`config.mk`:
```
export PLATFORM = sky130hd
export DESIGN_NAME = board_move_arbiter
export DESIGN_NICKNAME = d
export VERILOG_FILES = /design/src/rtl/board_move_arbiter_pkg.sv /design/src/rtl/board_move_arbiter_rr.sv /design/src/rtl/board_move_arbiter.sv
export SDC_FILE = /design/constraint.sdc
export NUM_CORES = 1
export LEC_CHECK = 0
export CORE_AREA = 2 2 579 581
export DETAILED_ROUTE_END_ITERATION = 8
export DIE_AREA = 0 0 581 583
export GPL_ROUTABILITY_DRIVEN = 0
export GPL_TIMING_DRIVEN = 0
export HOLD_SLACK_MARGIN = 0.15
export PLACE_DENSITY_LB_ADDON = 0.25
export RECOVER_POWER = 50
export SYNTH_ARGS = -nofsm -noshare
export SYNTH_HDL_FRONTEND = slang
export SYNTH_SLANG_ARGS = --single-unit
```
`constraint.sdc`:
```
create_clock -name clk -period 6 [get_ports clk]
set_clock_uncertainty 0.1 [all_clocks]
set_input_delay 0.6 -clock clk [delete_from_list [all_inputs] [get_ports clk]]
set_output_delay 0.6 -clock clk [all_outputs]
set_load 0.02 [all_outputs]
```
`src/rtl/board_move_arbiter_pkg.sv`:
```
// Shared chess package: arbiter state encoding, default geometry and move-word flag positions.
package board_move_arbiter_pkg;

  localparam int NCOL_DEF = 8;
  localparam int MW_DEF   = 160;

  typedef enum logic [2:0] {
    ST_IDLE = 3'd0,
    ST_CLR  = 3'd1,
    ST_GEN  = 3'd2,
    ST_SEL  = 3'd3,
    ST_RD   = 3'd4,
    ST_CAP  = 3'd5,
    ST_OUT  = 3'd6,
    ST_FIN  = 3'd7
  } arb_state_t;

  // Flag bits occupy the low end of every move word.
  localparam int MV_F_INVALID = 0;
  localparam int MV_F_PROMOTE = 1;
  localparam int MV_F_PAWN    = 2;
  localparam int MV_F_PAWN2   = 3;
  localparam int MV_F_EP      = 4;
  localparam int MV_F_CASTLE  = 5;
  localparam int MV_F_CAPTURE = 6;

  function automatic logic [7:0] sat_inc8(input logic [7:0] v);
    return (v == 8'hFF) ? v : v + 8'd1;
  endfunction

endpackage

```
`src/rtl/board_move_arbiter_rr.sv`:
```
// Round-robin finder: first set request at or after start, wrapping at N.
module rr_first_set #(
  parameter int N  = 8,
  parameter int PW = 3
) (
  input  logic [N-1:0]  req,
  input  logic [PW-1:0] start,
  output logic [PW-1:0] idx,
  output logic          found
);

  logic [2*N-1:0] rot;
  logic [PW-1:0]  off;
  logic [PW:0]    sum;

  // Doubling the vector turns the wrap-around scan into a plain low-bit search.
  assign rot = {req, req} >> start;

  always_comb begin
    off   = '0;
    found = 1'b0;
    for (int k = N - 1; k >= 0; k--) begin
      if (rot[k]) begin
        off   = PW'(k);
        found = 1'b1;
      end
    end
    sum = {1'b0, start} + {1'b0, off};
    if (sum >= (PW + 1)'(N)) sum = sum - (PW + 1)'(N);
    idx = sum[PW-1:0];
  end

endmodule

```
`src/rtl/board_move_arbiter.sv`:
```
// Collects move words from the column FIFOs into a single ready/valid output register.
// state | meaning
// IDLE  | waiting for start        CLR | pulse col_reset, clear count/ptr
// GEN   | wait for all col_done    SEL | pick next non-empty column from ptr
// RD    | col_rden[ptr]            CAP | register col_q[ptr]
// OUT   | hold word until ready    FIN | pass_done pulse
module board_move_arbiter
  import board_move_arbiter_pkg::*;
#(
  parameter int NCOL = NCOL_DEF,
  parameter int MW   = MW_DEF
) (
  input  logic               clk,
  input  logic               reset,
  input  logic               start,
  output logic               col_reset,
  input  logic [NCOL-1:0]    col_done,
  input  logic [NCOL-1:0]    col_empty,
  output logic [NCOL-1:0]    col_rden,
  input  logic [NCOL*MW-1:0] col_q,
  output logic [MW-1:0]      mv_data,
  output logic               mv_valid,
  input  logic               mv_ready,
  output logic               busy,
  output logic               pass_done,
  output logic [7:0]         mv_count
);

  localparam int PW = (NCOL > 1) ? $clog2(NCOL) : 1;

  arb_state_t    state, state_nxt;
  logic [PW-1:0] ptr;
  logic [PW-1:0] pick;
  logic          found;
  logic [NCOL-1:0] avail;

  assign avail = ~col_empty;

  rr_first_set #(.N(NCOL), .PW(PW)) u_rr (
    .req   (avail),
    .start (ptr),
    .idx   (pick),
    .found (found)
  );

  always_comb begin
    state_nxt = state;
    col_rden  = '0;
    col_reset = 1'b0;
    pass_done = 1'b0;
    busy      = (state != ST_IDLE);
    unique case (state)
      ST_IDLE: if (start) state_nxt = ST_CLR;
      ST_CLR: begin
        col_reset = 1'b1;
        state_nxt = ST_GEN;
      end
      ST_GEN:  if (&col_done) state_nxt = ST_SEL;
      ST_SEL:  state_nxt = found ? ST_RD : ST_FIN;
      ST_RD: begin
        col_rden[ptr] = 1'b1;
        state_nxt     = ST_CAP;
      end
      ST_CAP:  state_nxt = ST_OUT;
      ST_OUT:  if (mv_ready) state_nxt = ST_SEL;
      ST_FIN: begin
        pass_done = 1'b1;
        state_nxt = ST_IDLE;
      end
      default: state_nxt = ST_IDLE;
    endcase
  end

  always_ff @(posedge clk) begin
    if (reset) begin
      state    <= ST_IDLE;
      ptr      <= '0;
      mv_data  <= '0;
      mv_valid <= 1'b0;
      mv_count <= '0;
    end else begin
      state <= state_nxt;
      case (state)
        ST_CLR: begin
          mv_count <= '0;
          ptr      <= '0;
        end
        ST_SEL: if (found) ptr <= pick;
        // Non-show-ahead FIFOs: q is valid the cycle after the read strobe.
        ST_CAP: begin
          mv_data  <= col_q[int'(ptr)*MW +: MW];
          mv_valid <= 1'b1;
        end
        ST_OUT: if (mv_ready) begin
          mv_valid <= 1'b0;
          mv_count <= sat_inc8(mv_count);
        end
        default: ;
      endcase
    end
  end

endmodule

```
==> results.sh, run 1 <==
export IMPL_yosys_warnings=0
export IMPL_min_to="mv_data[120]"
export IMPL_period_share_pct=79.3
export IMPL_slew_viol_final=32
export IMPL_routed_wl_um=289000
export IMPL_grt_max_degree=18
export IMPL_synth_flop_cell="dfxtp_1"
export IMPL_path_depth=3
export IMPL_p_leak_nw=10.9
export IMPL_cts_buffers=21
export IMPL_ctsResizeCount=0
export IMPL_synthArstFlopShare_pct=0
export IMPL_power_switching_mw=1.41
export IMPL_die_height_um=583
export IMPL_status="complete, but fails checks"
export IMPL_ys_seq_area_share_pct=22.1
export IMPL_min_path_cells=2
export IMPL_cp_end_kind="output port"
export IMPL_synthTopCellsByArea="mux4_2 (46%), dfxtp_1 (22%), mux2i_1 (11%), a211oi_1 (7.8%), nor2_1 (4.5%)"
export IMPL_rsz0062_at_grt="false"
export IMPL_io_buffers=1478
export IMPL_cts_tree="yes"
export IMPL_drive_above_1_share_pct=15.7
export IMPL_vias=22000
export IMPL_timing_hold_violations_final=0
export IMPL_combPwrFrac_pct=38.5
export IMPL_seqPwrFrac_pct=26.8
export IMPL_grt_usage_pct=16.4
export IMPL_drtIter0Drc=1754
export IMPL_io_pins=1480
export IMPL_r2r_end="ptr[2]"
export IMPL_wl_per_cell_um=39.3
export IMPL_synth_seq_cells=175
export IMPL_netlist_area_sq_um=15800
export IMPL_crit_family="simple AND/OR/NAND/NOR gates"
export IMPL_synth_most_common_cell="mux4_2"
export IMPL_fp_dieArea_sq_um=339000
export IMPL_hpwl_um=270000
export IMPL_p_sw_share_pct=32.1
export IMPL_violations="antenna violations, max-capacitance violations, max-slew violations"
export IMPL_synth_top_area_share_pct=45.5
export IMPL_crit_type="reg -> out"
export IMPL_synth_avg_cell_area_sq_um=12.4
export IMPL_hold_path_startpoint="mv_data[120]"
export IMPL_cts_buffer_depth=3
export IMPL_cp_slowest_cell="nor3b_1"
export IMPL_drc_errors=0
export IMPL_antenna_found_initial=414
export IMPL_area_growth_synth_to_final_pct=136
export IMPL_instances_no_fill=7346
export IMPL_cts_sinks=175
export IMPL_post_place_ws_ps=2060
export IMPL_hold_path_class="reg -> reg"
export IMPL_max_stage_delay_ps=1910
export IMPL_core_area_sq_um=332000
export IMPL_grt_pass1_wl_um=336000
export IMPL_synth_edf_count=0
export IMPL_r2r_start="state[0]"
export IMPL_cp_required_ps=5300
export IMPL_grt_overflow=0
export IMPL_worst_slack_ps=1240
export IMPL_syn_nets=2581
export IMPL_initial_utilization_pct=4.76
export IMPL_reg2regPathDepth=7
export IMPL_drv_cap=3
export IMPL_vias_per_cell=3.00
export IMPL_start_kind="flop"
export IMPL_p_int_mw=2.99
export IMPL_root_buffer="clkbuf_16"
export IMPL_placed_cells=7149
export IMPL_synth_cell_type_count=47
export IMPL_max_freq_ghz=0.210
export IMPL_powerDensity_nw_per_um2=118
export IMPL_r2r_slack_ps=1880
export IMPL_cts_max_level=4
export IMPL_tightestPinTransition_ps=2440
export IMPL_vdd_drop_max_mv=0.153
export IMPL_synth_common_cells="mux4_2 (320), nor2_1 (188), dfxtp_1 (175), mux2i_1 (172), a211oi_1 (164)"
export IMPL_antenna_left=1
export IMPL_crit_buf_inv=2
export IMPL_clkPwrFrac_pct=34.7
export IMPL_synth_area_leader_cell="mux4_2"
export IMPL_worstSkewPairLatency_ps=570
export IMPL_crit_chain="clkbuf_1 > nor3b_1 > clkdlybuf4s50_1"
export IMPL_final_setup_viol_count=0
export IMPL_crit_fanout=10
export IMPL_period_needed_ps=4760
export IMPL_arrival_ps=4060
export IMPL_slew_headroom_pct=-63.3
export IMPL_row_count=212
export IMPL_synthCells=1278
export IMPL_dr_pass1_iters=4
export IMPL_postCtsSetupRepairBufs=0
export IMPL_hold_buffers=0
export IMPL_final_nets=4088
export IMPL_tns_ps=0
export IMPL_clk_pin_slew_ps=90
export IMPL_chipWidth_um=581
export IMPL_grt_pass1_vias=21700
-- metrics by stage --
stage | power [mW] | cell area [sq um] | util [%] | hold WS, ps
CTS | 4.49 | 36900 | 11.1 | 403
finish | 4.40 | 37300 | 11.2 | 404
global route | 4.54 | 37100 | 11.2 | 418
global placement | 2.90 | 36100 | 10.9 | 392
detailed placement | 2.91 | 36200 | 10.9 | 393
floorplan | 1.59 | 15800 | - | 470
-- worst max path at each step --
stage                   endpoint  startpoint  slack (ps)
floorplan                 ptr[2]      ptr[0]        3110
global placement    mv_data[158]       reset         630
detailed placement   mv_data[46]      ptr[1]        2060
CTS                  col_rden[5]      ptr[2]        1680
global route           col_reset    state[0]        1300
finish                 col_reset    state[0]        1240
-- routing by layer --
metal	GRT usage [%]	vias up	part of all wire [%]	routed length (um)
met5	1.01	-	0.49	1430
met2	25.7	1835	44	126000
met4	5.59	210	4.4	12700
li1	-	8549	-	-
met1	18.5	10800	38	110000
met3	9.23	633	13	38600
-- state kept, by name, indices dropped and copies added, names as in the netlist --
name      flops
mv_valid      1
ptr           3
state         3
mv_data     160
mv_count      8
-- layout by cell type (no fill, tap or decap), types with 48 or more instances in the layout --
master / instances
nor2_1: 188
mux4_2: 320
buf_2: 48
a211oi_1: 164
clkdlybuf4s50_1: 1309
dlygate4sd3_1: 169
dfxtp_1: 175
mux2i_1: 172
diode_2: 164
clkbuf_1: 84
-- worst register-to-register path, stage by stage (launching register included) --
cell      delay [ps]
dfxtp_1          320
clkbuf_1         280
nor3b_1         1910
or2_1            240
clkbuf_1         650
nor3_1           100
a221oi_1         320
nand2_1           90
-- final cells by class --
cell class / instances / area (sq um)
antenna: 164 / 410
buffer: 154 / 688
clock buffer: 22 / 539
clock inverter: 11 / 156
fill: 37900 / 295000
inverter: 7 / 26.3
multi-input combinational: 942 / 11600
sequential: 175 / 3500
tap: 4387 / 5490
timing repair buffer: 1484 / 14900
-- power groups by stage --
| stage | combinational, mW | clock [mW] | sequential (mW) |
|---|---|---|---|
| final | 1.70 | 1.53 | 1.18 |
| after detailed placement | 1.70 | 0 | 1.20 |
| after global routing | 1.74 | 1.62 | 1.18 |
| after CTS | 1.71 | 1.60 | 1.18 |
| after global placement | 1.69 | 0 | 1.20 |
| after floorplan | 0.377 | 0 | 1.21 |
-- cell families (layout without fill, tap and decap cells) --
| logic type | after synthesis | in the layout | share of synthesized area [%] |
|---|---|---|---|
| AOI/OAI and AO/OA | 195 | 195 | 9.40 |
| xor gates and xnor gates | 5 | 5 | 0.277 |
| adders and majority gates | 3 | 3 | 0.284 |
| buffers and inverters | 161 | 1678 | 4.46 |
| DFF | 175 | 175 | 22.1 |
| muxes | 501 | 501 | 57.1 |
| other | 0 | 164 | 0 |
| and+or+nand+nor | 238 | 238 | 6.35 |
Note: power is estimated with default switching activity, not from simulation.
==> run 2: changes to the inputs <==
==> constraint.sdc (replaced) <==
create_clock -name clk -period 4.3 [get_ports clk]
set_clock_uncertainty 0.1 [all_clocks]
set_input_delay 0.43 -clock clk [delete_from_list [all_inputs] [get_ports clk]]
set_output_delay 0.43 -clock clk [all_outputs]
set_load 0.02 [all_outputs]
==> run 2 against run 1 <==
Against the previous run: the flow still finishes with violations (antenna violations, max-capacitance violations, max-slew violations); sequential power increased by 39%; worst hold slack hardly changed; via count barely moved; flip-flop and latch count unchanged; register-to-register slack got worse by 1400 ps; combinational power grew 39%; clock power up 39%; worst setup slack got worse by 1000 ps; sequential share of layout area hardly changed; critical path type unchanged.
==> results.sh, run 2 (synthesis gave the netlist of run 1 again) <==
export IMPL_drtIter0Drc=1754
export IMPL_cts_buffer_depth=3
export IMPL_p_total_mw=6.14
export IMPL_reg_largest_list="mv_data (160), mv_count (8)"
export IMPL_fp_dieArea_sq_um=339000
export IMPL_cts_tree="yes"
export IMPL_tightestPinTransition_ps=1740
export IMPL_reg2regPathDepth=12
export IMPL_arrival_ps=3540
export IMPL_r2r_end="ptr[2]"
export IMPL_final_nets=4088
export IMPL_status="complete, but fails checks"
export IMPL_p_leak_nw=10.9
export IMPL_regMostFlops="mv_data"
export IMPL_grt_max_degree=18
export IMPL_slew_headroom_pct=-16.1
export IMPL_area_growth_synth_to_final_pct=136
export IMPL_crit_fanout=10
export IMPL_startpoint="ptr[2]"
export IMPL_vias_per_cell=3.00
export IMPL_max_freq_ghz=0.245
export IMPL_grt_pass1_vias=21700
export IMPL_hold_buffers=0
export IMPL_rsz0062_at_grt="false"
export IMPL_violations="antenna violations, max-capacitance violations, max-slew violations"
export IMPL_min_to="mv_data[120]"
export IMPL_root_buffer="clkbuf_16"
export IMPL_core_area_sq_um=332000
export IMPL_initial_utilization_pct=4.76
export IMPL_io_buffers=1478
export IMPL_drive_above_1_share_pct=15.8
export IMPL_placed_cells=7149
export IMPL_cp_required_ps=3770
export IMPL_grt_pass1_wl_um=336000
export IMPL_hold_path_startpoint="mv_data[120]"
export IMPL_drc_errors=0
export IMPL_final_common_cell="clkdlybuf4s50_1"
export IMPL_largest_reg_flops=160
export IMPL_antenna_found_initial=414
export IMPL_hold_path_class="reg -> reg"
export IMPL_antenna_left=1
export IMPL_grt_usage_pct=16.4
export IMPL_cts_max_level=4
export IMPL_period_needed_ps=4070
export IMPL_tns_ps=0
export IMPL_powerDensity_nw_per_um2=164
export IMPL_row_count=212
export IMPL_worstSkewPairLatency_ps=570
export IMPL_dr_pass1_iters=4
export IMPL_vdd_drop_max_mv=0.208
export IMPL_postCtsSetupRepairBufs=0
export IMPL_grt_overflow=0
export IMPL_clk_pin_slew_ps=100
export IMPL_io_pins=1480
export IMPL_r2r_slack_ps=480
export IMPL_crit_type="reg -> out"
export IMPL_drv_cap=1
export IMPL_routed_wl_um=289000
export IMPL_chipWidth_um=581
export IMPL_die_height_um=583
export IMPL_min_path_cells=2
export IMPL_final_setup_viol_count=0
export IMPL_timing_hold_violations_final=0
export IMPL_slew_viol_final=11
export IMPL_utilization_pct=11.2
export IMPL_period_share_pct=94.7
export IMPL_cts_buffers=21
export IMPL_start_kind="flop"
export IMPL_cts_sinks=175
export IMPL_instances_no_fill=7347
export IMPL_ctsResizeCount=0
export IMPL_wl_per_cell_um=39.3
export IMPL_vias=22000
export IMPL_final_cell_mix="clkdlybuf4s50_1 (1,309), mux4_2 (320), nor2_1 (188), dfxtp_1 (175), mux2i_1 (172)"
export IMPL_hpwl_um=270000
export IMPL_cp_end_kind="output port"
export IMPL_r2r_start="ptr[2]"
==> run 2: cell count changes in the layout (fill, tap and decap cells not counted) <==
cell | previous run | this run
nor3b_2 | 0 | 1
nor3b_1 | 1 | 0
diode_2 | 164 | 165
==> run 2: layout make-up <==
cell class | instances | area (sq um)
sequential | 175 | 3500
buffer | 154 | 688
inverter | 7 | 26.3
multi-input combinational | 942 | 11600
clock inverter | 11 | 156
fill | 37900 | 295000
timing repair buffer | 1484 | 14900
tap | 4387 | 5490
antenna | 165 | 413
clock buffer | 22 | 539
==> run 2: worst max-delay path, stage by stage, from the launching register on <==
cell and delay (ps):
dfxtp_1 310, buf_2 300, clkbuf_1 600, clkbuf_1 730, nand2_1 230, nor2_1 150
clkdlybuf4s50_1 630
==> run 2: power by group <==
group	switching (mW)	leakage, nW	internal, mW	total (mW)
clock network	1.02	0.332	1.11	2.13
registers	0.00854	1.41	1.63	1.64
logic	0.944	9.16	1.42	2.37
==> run 2: per-stage QoR <==
step / area (sq um) / setup slack (ps) / hold WS, ps
after floorplan: 15800 / 1410 / 470
after global placement: 36100 / -899 / 392
after detailed placement: 36200 / 359 / 393
after CTS: 36900 / 154 / 403
after global routing: 37100 / 28.3 / 418
final: 37400 / 227 / 404
==> run 2: how the worst max path moves through the flow <==
stage,slack (ps),to,depth (start not counted)
floorplan,1410,ptr[2],14
global placement,-900,mv_data[158],4
detailed placement,360,mv_data[46],7
CTS,150,col_rden[5],6
global route,30,col_rden[4],6
finish,230,col_rden[5],6
==> run 2: layer usage <==
| metal | up-vias | share of wire [%] | GRT usage, % |
|---|---|---|---|
| li1 | 8549 | - | - |
| met3 | 631 | 13 | 9.23 |
| met4 | 210 | 4.3 | 5.59 |
| met2 | 1828 | 44 | 25.7 |
| met1 | 10800 | 38 | 18.5 |
| met5 | - | 0.49 | 1.01 |
